--- src/rtl/cpu_control_if.sv ---
// cpu_control_if -- bundle of the Mini-CPU sequencer's bus signals.
//   master : the sequencer (cpu_control). Receives power/send/instr from the
//            front panel and v1RAM/v2RAM/read/stored from the RAM bank.
//            Drives stateCPU, opcode, addr1-3 and valorGuardarRAM towards the
//            RAM bank, and disp_val/disp_valid/err towards the display.
//   slave  : the environment (RAM bank, front panel, display).
// clk and rst are not part of the bundle; they stay plain module ports.
interface cpu_control_if;
  logic        power;
  logic        send;
  logic [15:0] instr;
  logic [15:0] v1RAM;
  logic [15:0] v2RAM;
  logic        read;
  logic        stored;
  logic [2:0]  stateCPU;
  logic [2:0]  opcode;
  logic [3:0]  addr1;
  logic [3:0]  addr2;
  logic [3:0]  addr3;
  logic [15:0] valorGuardarRAM;
  logic [15:0] disp_val;
  logic        disp_valid;
  logic        err;

  modport master (
    input  power, send, instr, v1RAM, v2RAM, read, stored,
    output stateCPU, opcode, addr1, addr2, addr3,
           valorGuardarRAM, disp_val, disp_valid, err
  );

  modport slave (
    output power, send, instr, v1RAM, v2RAM, read, stored,
    input  stateCPU, opcode, addr1, addr2, addr3,
           valorGuardarRAM, disp_val, disp_valid, err
  );
endinterface

--- src/rtl/cpu_control.sv ---
// cpu_control -- top-level sequencer of the Mini-CPU.
// Walks OFF -> FETCH -> DECODE -> READ -> CALC -> SHOW -> STORE -> FETCH,
// latches the instruction word, runs the single-cycle ALU and holds the
// result/display register.
// Ports:
//   clk  : system clock, posedge
//   rst  : asynchronous active-high reset
//   bus  : cpu_control_if.master (front panel, RAM bank handshake, display)
// Parameters:
//   SHOW_CYCLES : clocks disp_valid stays high in SHOW (>= 1)
//   WDOG_CYCLES : READ/STORE handshake timeout (watchdog builds only)
// Build option:
//   CPU_CTRL_WDOG_EN : when defined, a handshake watchdog aborts a stuck
//   READ/STORE back to FETCH and sets the sticky err flag; otherwise err = 0.
module cpu_control #(
  parameter int SHOW_CYCLES = 4,
  parameter int WDOG_CYCLES = 15
) (
  input logic          clk,
  input logic          rst,
  cpu_control_if.master bus
);

  typedef enum logic [2:0] {
    S_OFF    = 3'b000,
    S_FETCH  = 3'b001,
    S_DECODE = 3'b010,
    S_READ   = 3'b011,
    S_CALC   = 3'b100,
    S_SHOW   = 3'b101,
    S_STORE  = 3'b110
  } state_t;

  localparam logic [2:0] OP_LOAD    = 3'b000;
  localparam logic [2:0] OP_ADD     = 3'b001;
  localparam logic [2:0] OP_ADDI    = 3'b010;
  localparam logic [2:0] OP_SUB     = 3'b011;
  localparam logic [2:0] OP_SUBI    = 3'b100;
  localparam logic [2:0] OP_MUL     = 3'b101;
  localparam logic [2:0] OP_CLEAR   = 3'b110;

  localparam int SHOW_W = (SHOW_CYCLES > 1) ? $clog2(SHOW_CYCLES) : 1;
  localparam logic [SHOW_W-1:0] SHOW_LAST = SHOW_W'(SHOW_CYCLES - 1);

  state_t             state_reg;
  logic [15:0]        instr_reg;
  logic [15:0]        result_reg;
  logic [15:0]        disp_val_reg;
  logic               disp_valid_reg;
  logic [SHOW_W-1:0]  show_cnt_reg;

  // Immediates come straight from the latched word, so they are captured on
  // the same edge as opcode/addresses.
  logic [15:0] imm9;
  logic [15:0] imm5;
  logic [15:0] alu_result;

  assign imm9 = {{7{instr_reg[8]}}, instr_reg[8:0]};
  assign imm5 = {{11{instr_reg[4]}}, instr_reg[4:0]};

  // 16-bit operands in a 16-bit context: every result wraps modulo 2^16,
  // and the MUL product is its low half (identical for signed/unsigned).
  always_comb begin
    alu_result = 16'h0000;
    case (instr_reg[15:13])
      OP_LOAD:  alu_result = imm9;
      OP_ADD:   alu_result = bus.v1RAM + bus.v2RAM;
      OP_ADDI:  alu_result = bus.v1RAM + imm5;
      OP_SUB:   alu_result = bus.v1RAM - bus.v2RAM;
      OP_SUBI:  alu_result = bus.v1RAM - imm5;
      OP_MUL:   alu_result = bus.v1RAM * imm5;
      OP_CLEAR: alu_result = 16'h0000;
      default:  alu_result = bus.v1RAM;   // DISPLAY
    endcase
  end

`ifdef CPU_CTRL_WDOG_EN
  localparam int WDOG_W = (WDOG_CYCLES > 1) ? $clog2(WDOG_CYCLES) : 1;
  localparam logic [WDOG_W-1:0] WDOG_LAST = WDOG_W'(WDOG_CYCLES - 1);
  logic [WDOG_W-1:0] wdog_cnt_reg;
  logic              err_reg;
`endif

  always_ff @(posedge clk or posedge rst) begin
    if (rst) begin
      state_reg      <= S_OFF;
      instr_reg      <= 16'h0000;
      result_reg     <= 16'h0000;
      disp_val_reg   <= 16'h0000;
      disp_valid_reg <= 1'b0;
      show_cnt_reg   <= '0;
`ifdef CPU_CTRL_WDOG_EN
      wdog_cnt_reg   <= '0;
      err_reg        <= 1'b0;
`endif
    end else if (!bus.power) begin
      // Power loss beats every other transition; results are retained.
      state_reg      <= S_OFF;
      disp_valid_reg <= 1'b0;
    end else begin
      case (state_reg)
        S_OFF: state_reg <= S_FETCH;
        S_FETCH: begin
          if (bus.send) begin
            instr_reg <= bus.instr;
            state_reg <= S_DECODE;
          end
        end
        S_DECODE: begin
          state_reg <= S_READ;
`ifdef CPU_CTRL_WDOG_EN
          wdog_cnt_reg <= '0;
`endif
        end
        S_READ: begin
`ifdef CPU_CTRL_WDOG_EN
          if (bus.read) begin
            state_reg <= S_CALC;
          end else if (wdog_cnt_reg == WDOG_LAST) begin
            // Timed-out read skips CALC/SHOW/STORE: no write-back happens.
            err_reg   <= 1'b1;
            state_reg <= S_FETCH;
          end else begin
            wdog_cnt_reg <= wdog_cnt_reg + WDOG_W'(1);
          end
`else
          if (bus.read) state_reg <= S_CALC;
`endif
        end
        S_CALC: begin
          result_reg     <= alu_result;
          disp_val_reg   <= alu_result;
          disp_valid_reg <= 1'b1;
          show_cnt_reg   <= '0;
          state_reg      <= S_SHOW;
        end
        S_SHOW: begin
          if (show_cnt_reg == SHOW_LAST) begin
            disp_valid_reg <= 1'b0;
            state_reg      <= S_STORE;
`ifdef CPU_CTRL_WDOG_EN
            wdog_cnt_reg   <= '0;
`endif
          end else begin
            show_cnt_reg <= show_cnt_reg + SHOW_W'(1);
          end
        end
        S_STORE: begin
`ifdef CPU_CTRL_WDOG_EN
          if (bus.stored) begin
            state_reg <= S_FETCH;
          end else if (wdog_cnt_reg == WDOG_LAST) begin
            err_reg   <= 1'b1;
            state_reg <= S_FETCH;
          end else begin
            wdog_cnt_reg <= wdog_cnt_reg + WDOG_W'(1);
          end
`else
          if (bus.stored) state_reg <= S_FETCH;
`endif
        end
        default: state_reg <= S_OFF;
      endcase
    end
  end

  assign bus.stateCPU        = state_reg;
  assign bus.opcode          = instr_reg[15:13];
  assign bus.addr1           = instr_reg[12:9];
  assign bus.addr2           = instr_reg[8:5];
  assign bus.addr3           = instr_reg[4:1];
  assign bus.valorGuardarRAM = result_reg;
  assign bus.disp_val        = disp_val_reg;
  assign bus.disp_valid      = disp_valid_reg;
`ifdef CPU_CTRL_WDOG_EN
  assign bus.err             = err_reg;
`else
  assign bus.err             = 1'b0;
`endif

endmodule

--- src/flat_wrapper.sv ---
// flat-port wrapper written by rule: the top's interface ports become plain ports
module cpu_control_flat 
#(
  parameter int SHOW_CYCLES = 4,
  parameter int WDOG_CYCLES = 15
)
  (clk, rst, bus_power, bus_send, bus_instr, bus_v1RAM, bus_v2RAM, bus_read, bus_stored, bus_stateCPU, bus_opcode, bus_addr1, bus_addr2, bus_addr3, bus_valorGuardarRAM, bus_disp_val, bus_disp_valid, bus_err);
  cpu_control_if bus_i ();
  input logic clk;
  input logic rst;
  input wire logic [$bits(bus_i.power)-1:0] bus_power;
  input wire logic [$bits(bus_i.send)-1:0] bus_send;
  input wire logic [$bits(bus_i.instr)-1:0] bus_instr;
  input wire logic [$bits(bus_i.v1RAM)-1:0] bus_v1RAM;
  input wire logic [$bits(bus_i.v2RAM)-1:0] bus_v2RAM;
  input wire logic [$bits(bus_i.read)-1:0] bus_read;
  input wire logic [$bits(bus_i.stored)-1:0] bus_stored;
  output wire logic [$bits(bus_i.stateCPU)-1:0] bus_stateCPU;
  output wire logic [$bits(bus_i.opcode)-1:0] bus_opcode;
  output wire logic [$bits(bus_i.addr1)-1:0] bus_addr1;
  output wire logic [$bits(bus_i.addr2)-1:0] bus_addr2;
  output wire logic [$bits(bus_i.addr3)-1:0] bus_addr3;
  output wire logic [$bits(bus_i.valorGuardarRAM)-1:0] bus_valorGuardarRAM;
  output wire logic [$bits(bus_i.disp_val)-1:0] bus_disp_val;
  output wire logic [$bits(bus_i.disp_valid)-1:0] bus_disp_valid;
  output wire logic [$bits(bus_i.err)-1:0] bus_err;
  assign bus_i.power = bus_power;
  assign bus_i.send = bus_send;
  assign bus_i.instr = bus_instr;
  assign bus_i.v1RAM = bus_v1RAM;
  assign bus_i.v2RAM = bus_v2RAM;
  assign bus_i.read = bus_read;
  assign bus_i.stored = bus_stored;
  assign bus_stateCPU = bus_i.stateCPU;
  assign bus_opcode = bus_i.opcode;
  assign bus_addr1 = bus_i.addr1;
  assign bus_addr2 = bus_i.addr2;
  assign bus_addr3 = bus_i.addr3;
  assign bus_valorGuardarRAM = bus_i.valorGuardarRAM;
  assign bus_disp_val = bus_i.disp_val;
  assign bus_disp_valid = bus_i.disp_valid;
  assign bus_err = bus_i.err;
  cpu_control #(.SHOW_CYCLES(SHOW_CYCLES), .WDOG_CYCLES(WDOG_CYCLES)) u_core (.clk(clk), .rst(rst), .bus(bus_i));
endmodule
--- config.mk ---
export PLATFORM = sky130hd
export DESIGN_NAME = cpu_control_flat
export DESIGN_NICKNAME = d
export VERILOG_FILES = /design/src/rtl/cpu_control_if.sv /design/src/rtl/cpu_control.sv /design/src/flat_wrapper.sv
export SDC_FILE = /design/constraint.sdc
export NUM_CORES = 1
export LEC_CHECK = 0
export ABC_CLOCK_PERIOD_IN_PS = 5200
export CORE_ASPECT_RATIO = 1.1
export CORE_MARGIN = 3
export CORE_UTILIZATION = 55
export DETAILED_ROUTE_END_ITERATION = 8
export MAX_ROUTING_LAYER = met4
export PLACE_DENSITY = 0.84
export SETUP_SLACK_MARGIN = 0.4
export SYNTH_ARGS = -nofsm -noshare
export SYNTH_HDL_FRONTEND = slang
export SYNTH_SLANG_ARGS = --single-unit
--- constraint.sdc ---
create_clock -name clk -period 5.2 [get_ports clk]
set_input_delay 1.56 -clock clk [delete_from_list [all_inputs] [get_ports clk]]
set_output_delay 1.56 -clock clk [all_outputs]
set_load 0.005 [all_outputs]
==> results of run 1 <==
cell families (layout without fill, tap and decap cells):
logic type               after synthesis  in the layout  synth area share (%)
multiplexers                          29             29                 5.218
other                                  1              1               0.06231
flip-flops                            38             38                 15.80
AO/OA/AOI/OAI                        188            188                 19.48
AND/OR/NAND/NOR                      235            235                 19.81
XOR/XNOR                              40             40                 5.821
buffers and inverters                138            241                 10.89
adder cells (fa/ha/maj)               88             88                 22.91
power breakdown:
part | internal, mW | switching (mW)
Clock | 0.288 | 0.124
Combinational | 1.95 | 2.08
Sequential | 0.388 | 0.170
layout make-up:
cell class                      count  share of cell area [%]
Clock buffer                        6                   1.788
Timing Repair Buffer              156                   18.35
Inverter                           77                   3.721
Clock inverter                      2                  0.7732
Multi-Input combinational cell    581                   60.82
Tap cell                          143                   2.303
Sequential cell                    38                   12.24
synth_stat cells (10+ instances only):
master / count / area share [%]
nor2_1: 63 / 3.9
fa_1: 37 / 12
inv_1: 77 / 4.8
ha_1: 51 / 11
dfrtp_1: 38 / 16
a31oi_1: 11 / 1.1
nor3_1: 10 / 0.83
xor2_1: 19 / 2.8
buf_4: 32 / 4.0
o21ai_0: 53 / 4.4
mux2_2: 19 / 3.6
nand2_1: 67 / 4.2
a21oi_1: 40 / 3.3
o21a_1: 10 / 1.2
xnor2_1: 21 / 3.1
and2_1: 47 / 4.9
nand3_1: 10 / 0.83
mux2i_1: 10 / 1.7
clkbuf_1: 21 / 1.3
a211oi_1: 13 / 1.6
cells in the final DEF (no fill, tap or decap), drive strengths merged, types with 5 or more instances in the layout:
master	count
clkdlybuf4s50	87
inv	77
nand2	68
nor2	65
o21ai	62
buf	58
ha	51
and2	47
a21oi	41
dfrtp	38
fa	37
xnor2	21
xor2	19
mux2	19
a211oi	13
nand3	12
a31oi	11
mux2i	10
o21a	10
nor3	10
o211ai	9
clkbuf	9
nor2b	7
a21o	7
nand2b	5
dlymetal6s2s	5
timing repair:
item,in CTS,in global routing
endpoints found under the setup margin,12,9
setup buffers,0,5
gates resized for setup,74,40
endpoints found under the hold margin,0,0
pin swaps,38,28
worst reg2reg max path, cell delays in order, from the launching register on:
cell and delay, ps:
dfrtp_1 390, inv_1 540, nor2_1 170, fa_1 530, fa_1 560, inv_1 60
fa_1 530, inv_1 70, ha_4 260, buf_4 150, nand2_1 100, nor2_2 50
a31oi_2 230, a21oi_2 90, xnor2_1 130, a21oi_1 210, a21oi_2 80
final timing paths:
kind	depth (start not counted)	slack [ps]	to
max	15	420	u_core.bus.valorGuardarRAM[15]
max in group asynchronous	3	3140	u_core.bus.valorGuardarRAM[14]
max reg2reg	16	950	u_core.bus.valorGuardarRAM[15]
min	1	510	u_core.instr_reg[9]
min reg2reg	1	510	u_core.instr_reg[9]
min in group asynchronous	3	1700	u_core.instr_reg[9]
per-layer routing:
layer	global-route usage [%]	routed length, µm	up-vias
met5	-	0	-
li1	-	-	2760
met1	34.49	6882	2800
met2	54.59	9533	264
met3	3.287	1151	69
met4	15.37	886	0
through the flow:
step / cells / setup slack [ps]
global placement: 990 / -377.9
global route: 1003 / 286.7
CTS: 998 / 412.2
floorplan: 757 / 376.5
detailed placement: 990 / -371.5
finish: 1003 / 423.6
==> flow_metrics.tcl, run 1 <==
set metrics [dict create \
    yosysWarnings 0 \
    area_growth_pct 29.06 \
    ys_types 68 \
    crit_path_max_incr_delay_ps 570 \
    dpl_cell_area_um2 7247 \
    arrival_ps 4940 \
    rsz0062_at_grt "yes" \
    first_pass_iters 5 \
    hp-class "flip-flop to flip-flop" \
    nets 1001 \
    path_max_fanout 5 \
    async_reset_ff_share_pct 100.0 \
    synth-seq-cells 38 \
    synth_flop_cell "dfrtp_1" \
    cp-end-kind "flip-flop" \
    tightestPinTransition_ps 849.5 \
    setup_viol 0 \
    io_buffers 104 \
    vias 5893 \
    hold_viol 0 \
    clk_latency_ps 280 \
    fillers 813 \
    clk_pin_slew_ps 60 \
    finalCritPeriodShare_pct 91.85 \
    wl_per_cell_um 18.40 \
    gp_congestion 0.9767 \
    irDropWorstVdd_mv 0.3825 \
    die_h_um 115.7 \
    antenna_cells 0 \
    grt_max_degree 39 \
    start_util_pct 57.10 \
    multi_input_area_um2 4725 \
    syn_nets 899 \
    critical_path.top_delay_family "adder cells" \
    max_freq_mhz 209.4 \
    die_x_um 105.7 \
    maxCapViolations 0 \
    place_hpwl_um 14520 \
    placementRows 39 \
    grt_overflow 0 \
    worstSetupStartpoint "bus_v1RAM[12]" \
    antenna_found_initial 0 \
    fin_total_pwr_mw 4.997 \
    via_per_inst 5.875 \
    maxSlewHeadroom_pct 43.20 \
    crit_type "primary input to flip-flop" \
    cts_hold_buf 0 \
    drc 0 \
    slew_violations 0 \
    ios 106 \
    path_buf_inv 4 \
    syn_avg_cell_area_um2 7.950 \
    synth_edf_count 0 \
    grt_pass1_wl_um 28980 \
    grtUsageTotal_pct 30.70 \
    design_area_um2 7767 \
    powerDensity_nw_per_um2 643.4 \
    fp.coreArea_um2 10540 \
    setup_tns_ps 0 \
    cts_tree "done" \
    cts_made_buffers 5 \
    cp-start-kind "primary input" \
    yosysSeqAreaShare_pct 15.80 \
    cts_root_buf "clkbuf_16" \
    cts.sinks 38 \
    cts_buffer_depth 2 \
    utilization_pct 73.69 \
    drtAntennaViolNets 0 \
    finClkSkew_ps 3.099 \
    drt_iter0_markers 323 \
    worstHoldStart "u_core.instr_reg[9]" \
    fin_crit_ps 4776 \
    seq_area_um2 950.9 \
    crit_path_cell_trace "clkdlybuf4s50_1, buf_4, and2_1, fa_1, inv_1, fa_1, inv_1, fa_2, ha_1, o21a_1, nor2_1, a21oi_2, xnor2_1, a21oi_1, a21oi_2" \
    p_leak_nw 3.437 \
    routed_wl_um 18450 \
    drive_above_1_share_pct 19.07 \
    netlist_area_um2 6018 \
    fin_hold_ws_ps 512.2 \
    htreeDepth 2 \
    crit_path_top_delay_cell "fa_2" \
    grt_pass1_vias 5924 \
    worst_ep_required_time_ps 5370 \
    die_area_um2 12230 \
    postSynthCellCount 757 \
    timing.rr.start "u_core.instr_reg[4]" \
    status "finished clean" \
]
No activity file was read; power rests on OpenSTA's default activity.
==> run 2: changes to the inputs <==
- PLACE_DENSITY: 0.84 -> 0.8
==> flow_metrics.tcl, run 2 (synthesis results as in run 1) <==
set metrics [dict create \
    tightestPinTransition_ps 1032 \
    htreeDepth 2 \
    grt_overflow 0 \
    crit_type "primary input to flip-flop" \
    fin_total_pwr_mw 5.238 \
    first_pass_iters 4 \
    drive_above_1_share_pct 21.52 \
    setup_tns_ps 0 \
    grt_pass1_wl_um 29530 \
    max_freq_mhz 210.7 \
    fin_crit_ps 4747 \
    path_max_fanout 6 \
    maxCapViolations 0 \
    grt_max_degree 27 \
    powerDensity_nw_per_um2 659.8 \
    timing.rr.start "u_core.instr_reg[3]" \
    critical_path.most_common_cell "fa_1" \
    nets 1010 \
    arrival_ps 4910 \
    routed_wl_um 19040 \
    setup_viol 0 \
    vias 5883 \
    grt_pass1_vias 6007 \
    reg2reg_slack_ps 760 \
    ios 106 \
    gp_congestion 0.9393 \
    crit_path_end "u_core.bus.valorGuardarRAM[12]" \
    place_hpwl_um 14330 \
    cp-end-kind "flip-flop" \
    placementRows 39 \
    antenna_found_initial 0 \
    r2r_end "u_core.bus.valorGuardarRAM[12]" \
    crit_path_max_incr_delay_ps 540 \
    io_buffers 104 \
    drt_iter0_markers 349 \
    grtUsageTotal_pct 30.90 \
    die_x_um 105.7 \
    cts_buffer_depth 2 \
    rsz0062_at_grt "yes" \
    antenna_cells 0 \
    worstRegToRegCells 16 \
    finClkSkew_ps 5.639 \
    p_leak_nw 3.472 \
    worst_ep_required_time_ps 5370 \
    die_area_um2 12230 \
    cts_tree "done" \
    cp-start-kind "primary input" \
    maxSlewHeadroom_pct 31.15 \
    finalCritPeriodShare_pct 91.28 \
    layout_commonest_cell "clkdlybuf4s50_1" \
    crit_path_top_delay_cell "fa_1" \
    cts_root_buf "clkbuf_16" \
    status "finished clean" \
    crit_path_cell_trace "buf_2, and2_4, fa_1, fa_1, inv_2, fa_1, inv_2, ha_4, buf_4, nor2_2, a21oi_2, a41oi_2, buf_4, xor2_1, o21ai_1, a21oi_1, o21ai_1" \
    area_growth_pct 31.91 \
    fp.coreArea_um2 10540 \
    timing.final.ws_setup_ps 453.2 \
    drc 0 \
    dpl_worst_slack_ps -409.1 \
    drtAntennaViolNets 0 \
    irDropWorstVdd_mv 0.4186 \
    layout_common_cells "clkdlybuf4s50_1 (89), inv_1 (70), nand2_1 (63)" \
    cts.sinks 38 \
    slew_violations 0 \
    die_h_um 115.7 \
    worstSetupStartpoint "bus_v1RAM[6]" \
    clk_pin_slew_ps 60 \
    start_util_pct 57.10 \
    cts_made_buffers 5 \
    via_per_inst 5.813 \
    hold_viol 0 \
    wl_per_cell_um 18.81 \
    cts_hold_buf 0 \
    clk_latency_ps 290 \
    hp-class "flip-flop to flip-flop" \
]
## run 2: cell count changes in the layout (fill, tap and decap cells not counted), sizes merged
| cell | previous run | this run |
|---|---|---|
| buf | 58 | 69 |
| clkinvlp | 0 | 2 |
| clkbuf | 9 | 6 |
| dlymetal6s2s | 5 | 3 |
| bufinv | 2 | 1 |
| clkdlybuf4s50 | 87 | 89 |
## run 2: power by group
group	leakage [nW]	total (mW)	internal (mW)	switching (mW)
clock	0.0760	0.353	0.226	0.127
sequential	0.484	0.558	0.388	0.171
combinational	2.91	4.33	2.10	2.22
total	3.47	5.24	2.72	2.52
## run 2: what timing repair did
item,in CTS,in global routing
setup endpoints to repair,11,9
hold endpoints to repair,0,0
resized for setup,70,79
buffers inserted,2,9
pin swaps,34,51
## run 2: layout make-up
cell class                      instances  area, µm²
Clock buffer                            5      125.1
Tap cell                              143      178.9
Multi-Input combinational cell        581       4836
Fill cell                             757       2601
Timing Repair Buffer                  165       1511
Inverter                               77      291.5
Sequential cell                        38      950.9
Clock inverter                          3      45.04
## run 2: through the flow
stage               cells  util [%]  area [µm²]  hold WS (ps)
CTS                  1003     72.25        7615         506.5
floorplan             757         -        6041         474.2
global route         1012     75.32        7939         529.3
finish               1012     75.32        7939         501.6
global placement      993     68.97        7269         488.7
detailed placement    993     68.97        7269         498.4
## run 2: worst min path at each step
stage | slack (ps) | end | from | cells past startpoint
finish | 500 | u_core.instr_reg[10] | u_core.instr_reg[10] | 1
global route | 530 | u_core.instr_reg[10] | u_core.instr_reg[10] | 1
detailed placement | 500 | u_core.instr_reg[10] | u_core.instr_reg[10] | 1
global placement | 490 | u_core.instr_reg[10] | u_core.instr_reg[10] | 1
floorplan | 470 | u_core.show_cnt_reg[1] | u_core.show_cnt_reg[1] | 2
CTS | 510 | u_core.instr_reg[10] | u_core.instr_reg[10] | 1
## run 2: routing by layer
metal | wire length [µm] | GRT usage, % | share of wire (%) | vias to the layer above
li1 | - | - | - | 2771
met1 | 7651 | 36.51 | 40 | 2854
met2 | 9940 | 55.78 | 52 | 208
met3 | 859 | 2.618 | 4.5 | 50
met4 | 587 | 10.45 | 3.1 | 0
met5 | 0 | - | 0 | -
## run 2: worst max-delay path, delay by kind of cell
| family | cells | cell delay, ps |
|---|---|---|
| simple gates | 2 | 280 |
| fa+ha+maj | 4 | 1740 |
| buf+inv | 5 | 530 |
| xor+xnor | 1 | 140 |
| compound gates | 5 | 660 |
